### src/rtl/teatris_pkg.sv
// Shared definitions for the Teatris display controller: FSM states, ROM address and map geometry.
package teatris_pkg;

  typedef enum logic [1:0] {
    JOGO    = 2'd0,
    CARREGA = 2'd1,
    PISCA   = 2'd2,
    FIM     = 2'd3
  } estado_t;

  localparam logic [3:0] ENDERECO_FIM = 4'd15;
  localparam int         N_LINHAS     = 8;
  localparam int         N_COLUNAS    = 8;
  localparam int         W_LINHA      = 3;

  // Row 0 lives in the top byte, so shift the wanted row up to [63:56].
  function automatic logic [N_COLUNAS-1:0] fatia_linha(input logic [63:0] mapa,
                                                       input logic [W_LINHA-1:0] linha);
    logic [63:0] w_desloc;
    w_desloc = mapa << {linha, 3'b000};
    return w_desloc[63:56];
  endfunction

endpackage

### src/rtl/teatris_varredura.sv
// Free-running row scan: prescaler wraps every DIV_VARREDURA cycles and advances the row index.
module teatris_varredura
  import teatris_pkg::*;
#(
  parameter int DIV_VARREDURA = 1000
) (
  input  logic               clock,
  input  logic               reset_n,
  output logic [W_LINHA-1:0] r,
  output logic               tick,
  output logic               fim_quadro
);

  localparam logic [15:0] PRESC_MAX = 16'(DIV_VARREDURA - 1);

  logic [15:0]        r_presc;
  logic [W_LINHA-1:0] r_linha;

  assign tick       = (r_presc == PRESC_MAX);
  assign fim_quadro = tick && (r_linha == 3'd7);
  assign r          = r_linha;

  always_ff @(posedge clock or negedge reset_n) begin
    if (!reset_n) begin
      r_presc <= '0;
      r_linha <= '0;
    end else if (tick) begin
      r_presc <= '0;
      r_linha <= r_linha + 3'd1;
    end else begin
      r_presc <= r_presc + 16'd1;
    end
  end

endmodule

### src/rtl/teatris_controle_exibicao.sv
// Display controller: live game map, then ROM game-over pattern fetched, blinked and held until restart.
// States: JOGO live map | CARREGA fetch ROM (2 cycles) | PISCA blink buffer | FIM steady buffer
module teatris_controle_exibicao
  import teatris_pkg::*;
#(
  parameter int DIV_VARREDURA = 1000,
  parameter int QUADROS_PISCA = 25,
  parameter int N_PISCAS      = 3
) (
  input  logic                 clock,
  input  logic                 reset_n,
  input  logic                 fim_jogo,
  input  logic                 reinicio,
  input  logic [63:0]          mapa_jogo,
  output logic [3:0]           rom_endereco,
  input  logic [63:0]          rom_padrao,
  output logic [N_LINHAS-1:0]  linhas,
  output logic [N_COLUNAS-1:0] colunas,
  output logic                 em_fim
);

  localparam logic [7:0] QUADRO_MAX = 8'(QUADROS_PISCA - 1);
  localparam logic [4:0] PISCA_MAX  = 5'(2 * N_PISCAS - 1);

  estado_t              r_estado;
  estado_t              w_estado_prox;
  logic                 r_em_fim;
  logic                 r_carga_seg;
  logic [63:0]          r_buffer;
  logic                 r_visivel;
  logic [7:0]           r_cnt_quadro;
  logic [4:0]           r_cnt_pisca;
  logic [N_LINHAS-1:0]  r_linhas;
  logic [N_COLUNAS-1:0] r_colunas;
  logic [63:0]          w_fonte;
  logic [W_LINHA-1:0]   w_linha;
  logic                 w_tick;
  logic                 w_fim_quadro;
  logic                 w_troca;
  logic                 w_fim_pisca;

  teatris_varredura #(.DIV_VARREDURA(DIV_VARREDURA)) u_varredura (
    .clock      (clock),
    .reset_n    (reset_n),
    .r          (w_linha),
    .tick       (w_tick),
    .fim_quadro (w_fim_quadro)
  );

  assign w_troca      = w_fim_quadro && (r_cnt_quadro == QUADRO_MAX);
  assign w_fim_pisca  = w_troca && (r_cnt_pisca == PISCA_MAX);
  assign rom_endereco = (r_estado == CARREGA) ? ENDERECO_FIM : 4'd0;
  assign linhas       = r_linhas;
  assign colunas      = r_colunas;
  assign em_fim       = r_em_fim;

  always_comb begin
    w_estado_prox = r_estado;
    w_fonte       = mapa_jogo;
    case (r_estado)
      JOGO: begin
        if (fim_jogo) w_estado_prox = CARREGA;
      end
      CARREGA: begin
        w_fonte = 64'h0;  // blank while the ROM is being read; PISCA also opens blank
        if (r_carga_seg) w_estado_prox = PISCA;
      end
      PISCA: begin
        w_fonte = r_visivel ? r_buffer : 64'h0;
        if (w_fim_pisca) w_estado_prox = FIM;
      end
      FIM: begin
        w_fonte = r_buffer;
        if (reinicio) w_estado_prox = JOGO;
      end
      default: w_estado_prox = JOGO;
    endcase
  end

  always_ff @(posedge clock or negedge reset_n) begin
    if (!reset_n) begin
      r_estado <= JOGO;
      r_em_fim <= 1'b0;
    end else begin
      r_estado <= w_estado_prox;
      r_em_fim <= (w_estado_prox != JOGO);
    end
  end

  always_ff @(posedge clock or negedge reset_n) begin
    if (!reset_n) begin
      r_carga_seg  <= 1'b0;
      r_buffer     <= '0;
      r_visivel    <= 1'b0;
      r_cnt_quadro <= '0;
      r_cnt_pisca  <= '0;
      r_linhas     <= 8'b0000_0001;
      r_colunas    <= '0;
    end else begin
      r_linhas  <= 8'd1 << w_linha;
      r_colunas <= fatia_linha(w_fonte, w_linha);
      case (r_estado)
        JOGO: r_carga_seg <= 1'b0;
        CARREGA: begin
          r_carga_seg <= 1'b1;
          if (r_carga_seg) begin
            r_buffer     <= rom_padrao;
            r_visivel    <= 1'b0;
            r_cnt_quadro <= '0;
            r_cnt_pisca  <= '0;
          end
        end
        PISCA: begin
          if (w_troca) begin
            r_cnt_quadro <= '0;
            r_visivel    <= ~r_visivel;
            r_cnt_pisca  <= r_cnt_pisca + 5'd1;
          end else if (w_fim_quadro) begin
            r_cnt_quadro <= r_cnt_quadro + 8'd1;
          end
        end
        default: ;
      endcase
    end
  end

endmodule

### config.mk
export PLATFORM = sky130hd
export DESIGN_NAME = teatris_controle_exibicao
export DESIGN_NICKNAME = d
export VERILOG_FILES = /design/src/rtl/teatris_pkg.sv /design/src/rtl/teatris_varredura.sv /design/src/rtl/teatris_controle_exibicao.sv
export SDC_FILE = /design/constraint.sdc
export NUM_CORES = 1
export LEC_CHECK = 0
export ABC_AREA = 1
export ABC_CLOCK_PERIOD_IN_PS = 2000
export CAP_MARGIN = 20
export CORE_ASPECT_RATIO = 2
export CORE_UTILIZATION = 40
export CTS_BUF_LIST = sky130_fd_sc_hd__clkbuf_4
export CTS_CLUSTER_SIZE = 40
export DETAILED_ROUTE_END_ITERATION = 16
export MAX_ROUTING_LAYER = met4
export PLACE_DENSITY = 0.74
export SLEW_MARGIN = 5
export SYNTH_ARGS = -nofsm -noshare
export SYNTH_HDL_FRONTEND = slang
export SYNTH_SLANG_ARGS = --single-unit
export TNS_END_PERCENT = 30
### constraint.sdc
create_clock -name clock -period 2 [get_ports clock]
set_input_delay 0.3 -clock clock [delete_from_list [all_inputs] [get_ports clock]]
set_output_delay 0.3 -clock clock [all_outputs]
set_load 0.05 [all_outputs]
==> impl_metrics.py <==
metrics = {
    "run_status": {
        "status": "finished, final reports clean",
    },
    "synth": {
        "postSynthCellCount": 714,
        "synthAdderAreaFrac_pct": 2.20,
        "synth_top_family_by_area": "simple AND/OR/NAND/NOR gates",
        "ys.flop_type": "dfrtp_1",
        "yosys.area.top_type": "dfrtp_1",
        "synth_top_area_share_pct": 46.4,
        "syn_area_per_cell_um2": 8.77,
        "synth-seq-area-share_pct": 46.8,
        "synth_area_leaders": "dfrtp_1 (46%), nand3_1 (11%), mux2_2 (9.5%)",
        "synth_compound_area_share_pct": 7.40,
        "synth_edf_count": 0,
        "synthArstFlopShare_pct": 100,
        "ys_warn_count": 0,
        "synth_most_common_cell": "nand3_1",
        "ys_ff_latch": 117,
        "syn_nets": 857,
        "synth_area_um2": 6260,
        "synthXorXnorAreaFrac_pct": 1.96,
        "synth_common_cells": "nand3_1 (132), nand2_1 (125), dfrtp_1 (116)",
        "yosys.area_share.simple_pct": 24.0,
        "synth_cell_types": 33,
        "muxShareOfSynthArea_pct": 11.5,
    },
    "floorplan": {
        "die_area_um2": 16200,
        "rows": 64,
        "die_h_um": 179,
        "die_w_um": 90.5,
        "coreArea_um2": 15300,
        "start_util_pct": 40.9,
        "ios": 153,
    },
    "critical_path": {
        "max_stage_delay_ns": 0.47,
        "cpLargestDelayFamily": "flip-flops",
        "crit_end": "rom_endereco[3]",
        "crit_path_end_kind": "output port",
        "cp.required_ns": 1.70,
        "cp_max_fo": 4,
        "r2r-start": "u_varredura.r_presc[0]$_DFF_PN0_",
        "path_cells": "inv_2 -> nor2_2 -> buf_4 -> buf_4",
        "critPathBufInv": 3,
        "cp_common_cell": "buf_4",
        "crit_start": "r_estado[0]$_DFF_PN0_",
        "arrival_ns": 1.55,
        "path_depth": 4,
        "path_class": "flip-flop to output port",
        "r2r_cells": 11,
        "cp-start-kind": "flip-flop",
        "timing.rr.end": "r_cnt_pisca[2]$_DFFE_PN0P_",
        "crit_path_top_delay_cell": "dfrtp_1",
        "ff2ff_setup_slack_ns": 0.22,
    },
    "detailed_routing": {
        "drtAntennaViolNets": 0,
        "via_per_inst": 5.24,
        "drt_iter0_drc": 303,
        "drt-pass1-iter-count": 5,
        "vias": 5618,
        "routed_wl_um": 18500,
        "wl_per_cell_um": 17.3,
        "drc": 0,
    },
    "layout": {
        "area_growth_syn_to_layout_pct": 32.6,
        "fillers": 1428,
        "nets": 1004,
        "finish.utilization_pct": 54.3,
        "drive_gt1_share_pct": 14.4,
        "final_area_um2": 8300,
        "final_cells": 1072,
    },
    "timing": {
        "rsz0062_at_grt": "true",
        "final-max-slew-violation-count": 0,
        "period_share_pct": 92.3,
        "fmax_mhz": 542,
        "clock_skew_ns": 0.0283,
        "max_slew_margin_pct": 62.4,
        "tightest_slew_ns": 0.564,
        "fin_setup_tns_ns": 0,
        "layout_min_cycle_time_ns": 1.85,
        "hold_viol": 0,
        "hold_ws_ns": 0.287,
        "setup_viol": 0,
    },
    "cts": {
        "numCtsBuffers": 17,
        "cts_tree": "yes",
        "cts_num_sinks": 117,
        "cts_setup_buffers": 0,
        "clk_latency_ns": 0.54,
        "cts_buffer_depth": 2,
        "htree_num_levels": 4,
        "root_buffer": "clkbuf_4",
        "clkTransAtPathRegs_ns": 0.11,
    },
    "grt": {
        "gr-total-overflow": 0,
        "antenna_found_initial": 1,
        "grt_pass1_wl_um": 29000,
        "grt_max_degree": 65,
        "grt_pass1_vias": 5618,
        "gr-usage-all-layers_pct": 24.5,
    },
    "pwr": {
        "power.density_nw_per_um2": 922,
        "peakVddDrop_v": 0.000509,
        "p_leak_uw": 0.00392,
    },
    "placed_design": {
        "placedCellCount": 1039,
        "dp_hpwl_um": 14000,
        "portBuffers": 152,
        "gp_congestion": 0.912,
        "post_dp_cell_area_um2": 8050,
    },
    "min_path": {
        "hold_class": "input port to asynchronous set/reset pin",
    },
    "job": {
        "maxCapViolations": 0,
    },
}
## cell families (layout without fill, tap and decap cells)
kind of cell / after synthesis / after routing
other cells: 0 / 1
fa+ha+maj: 11 / 11
xor+xnor: 14 / 14
mux: 64 / 64
buf+inv: 88 / 247
flops: 117 / 117
compound gates: 88 / 88
simple gates: 332 / 332
## layout by cell type, fill, tap and decap left out, types with 17 or more instances in the layout
cell / n
clkbuf_4: 17
dfrtp_1: 115
nor2_1: 43
nand3_1: 132
inv_1: 38
buf_4: 19
nand2_1: 125
mux2_2: 53
clkdlybuf4s50_1: 130
a21oi_1: 69
## worst register-to-register path: stages (launching register included)
cell	delay [ns]
dfrtp_1	0.39
ha_1	0.22
nand2_1	0.09
inv_1	0.08
nand2_1	0.06
nor2_1	0.17
nand2_4	0.12
nor2_4	0.16
nand3_2	0.16
nand2_1	0.16
nand2_1	0.06
nand2_1	0.06
## stage by stage
| step | setup WS (ns) | total power (uW) |
|---|---|---|
| global route | -0.0280 | 8140 |
| global placement | 0.349 | 6120 |
| finish | 0.154 | 7650 |
| floorplan | 0.176 | 5240 |
| CTS | 0.000898 | 7710 |
| detailed placement | 0.253 | 6220 |
## flip-flops by register name (all words and copies together), names as in the netlist
signal               cells
em_fim                   1
r_carga_seg              1
r_estado                 2
r_cnt_pisca              5
u_varredura.r            3
linhas                   8
u_varredura.r_presc     16
r_visivel                1
r_cnt_quadro             8
colunas                  8
r_buffer                64
## layout make-up
cell class / instances / area, um^2 / area share (%)
inverters: 43 / 161 / 1.95
clock buffers: 17 / 128 / 1.54
multi-input cells: 509 / 2950 / 35.6
well taps: 198 / 248 / 2.99
clock inverters: 14 / 114 / 1.37
diodes: 1 / 2.50 / 0.0302
repair buffers: 173 / 1760 / 21.2
flip-flops and latches: 117 / 2930 / 35.3
## repair_timing
| item | 4_1_cts | 5_1_grt |
|---|---|---|
| endpoints found under the setup margin | 11 | 7 |
| hold buffers | 1 | 0 |
| endpoints found under the hold margin | 36 | 0 |
| gates resized for setup | 11 | 4 |
## routing by layer
layer	vias to the layer above	wire length, um	track usage (%)	part of all wire, %
li1	2710	-	-	-
met1	2670	6310	23.5	34
met2	199	10600	46.9	57
met3	39	858	4.07	4.6
met4	0	728	12.2	3.9
met5	-	0	-	0
## how the worst min path moves through the flow
stage / endpoint / cells past startpoint / from / slack [ns]
finish: u_varredura.r_presc[15]$_DFF_PN0_ / 2 / reset_n / 0.29
global route: u_varredura.r_presc[15]$_DFF_PN0_ / 2 / reset_n / 0.30
CTS: u_varredura.r_presc[15]$_DFF_PN0_ / 2 / reset_n / 0.27
detailed placement: u_varredura.r_presc[12]$_DFF_PN0_ / 1 / reset_n / 0.32
global placement: u_varredura.r_presc[12]$_DFF_PN0_ / 1 / reset_n / 0.32
floorplan: colunas[0]$_DFF_PN0_ / 0 / reset_n / 0.004
## where the power goes
group / internal, uW / switching, uW / total, uW
registers: 3120 / 404 / 3530
clock network: 595 / 918 / 1510
logic: 1190 / 1420 / 2610
total: 4910 / 2740 / 7650
Note: power is estimated with default switching activity, not from simulation.
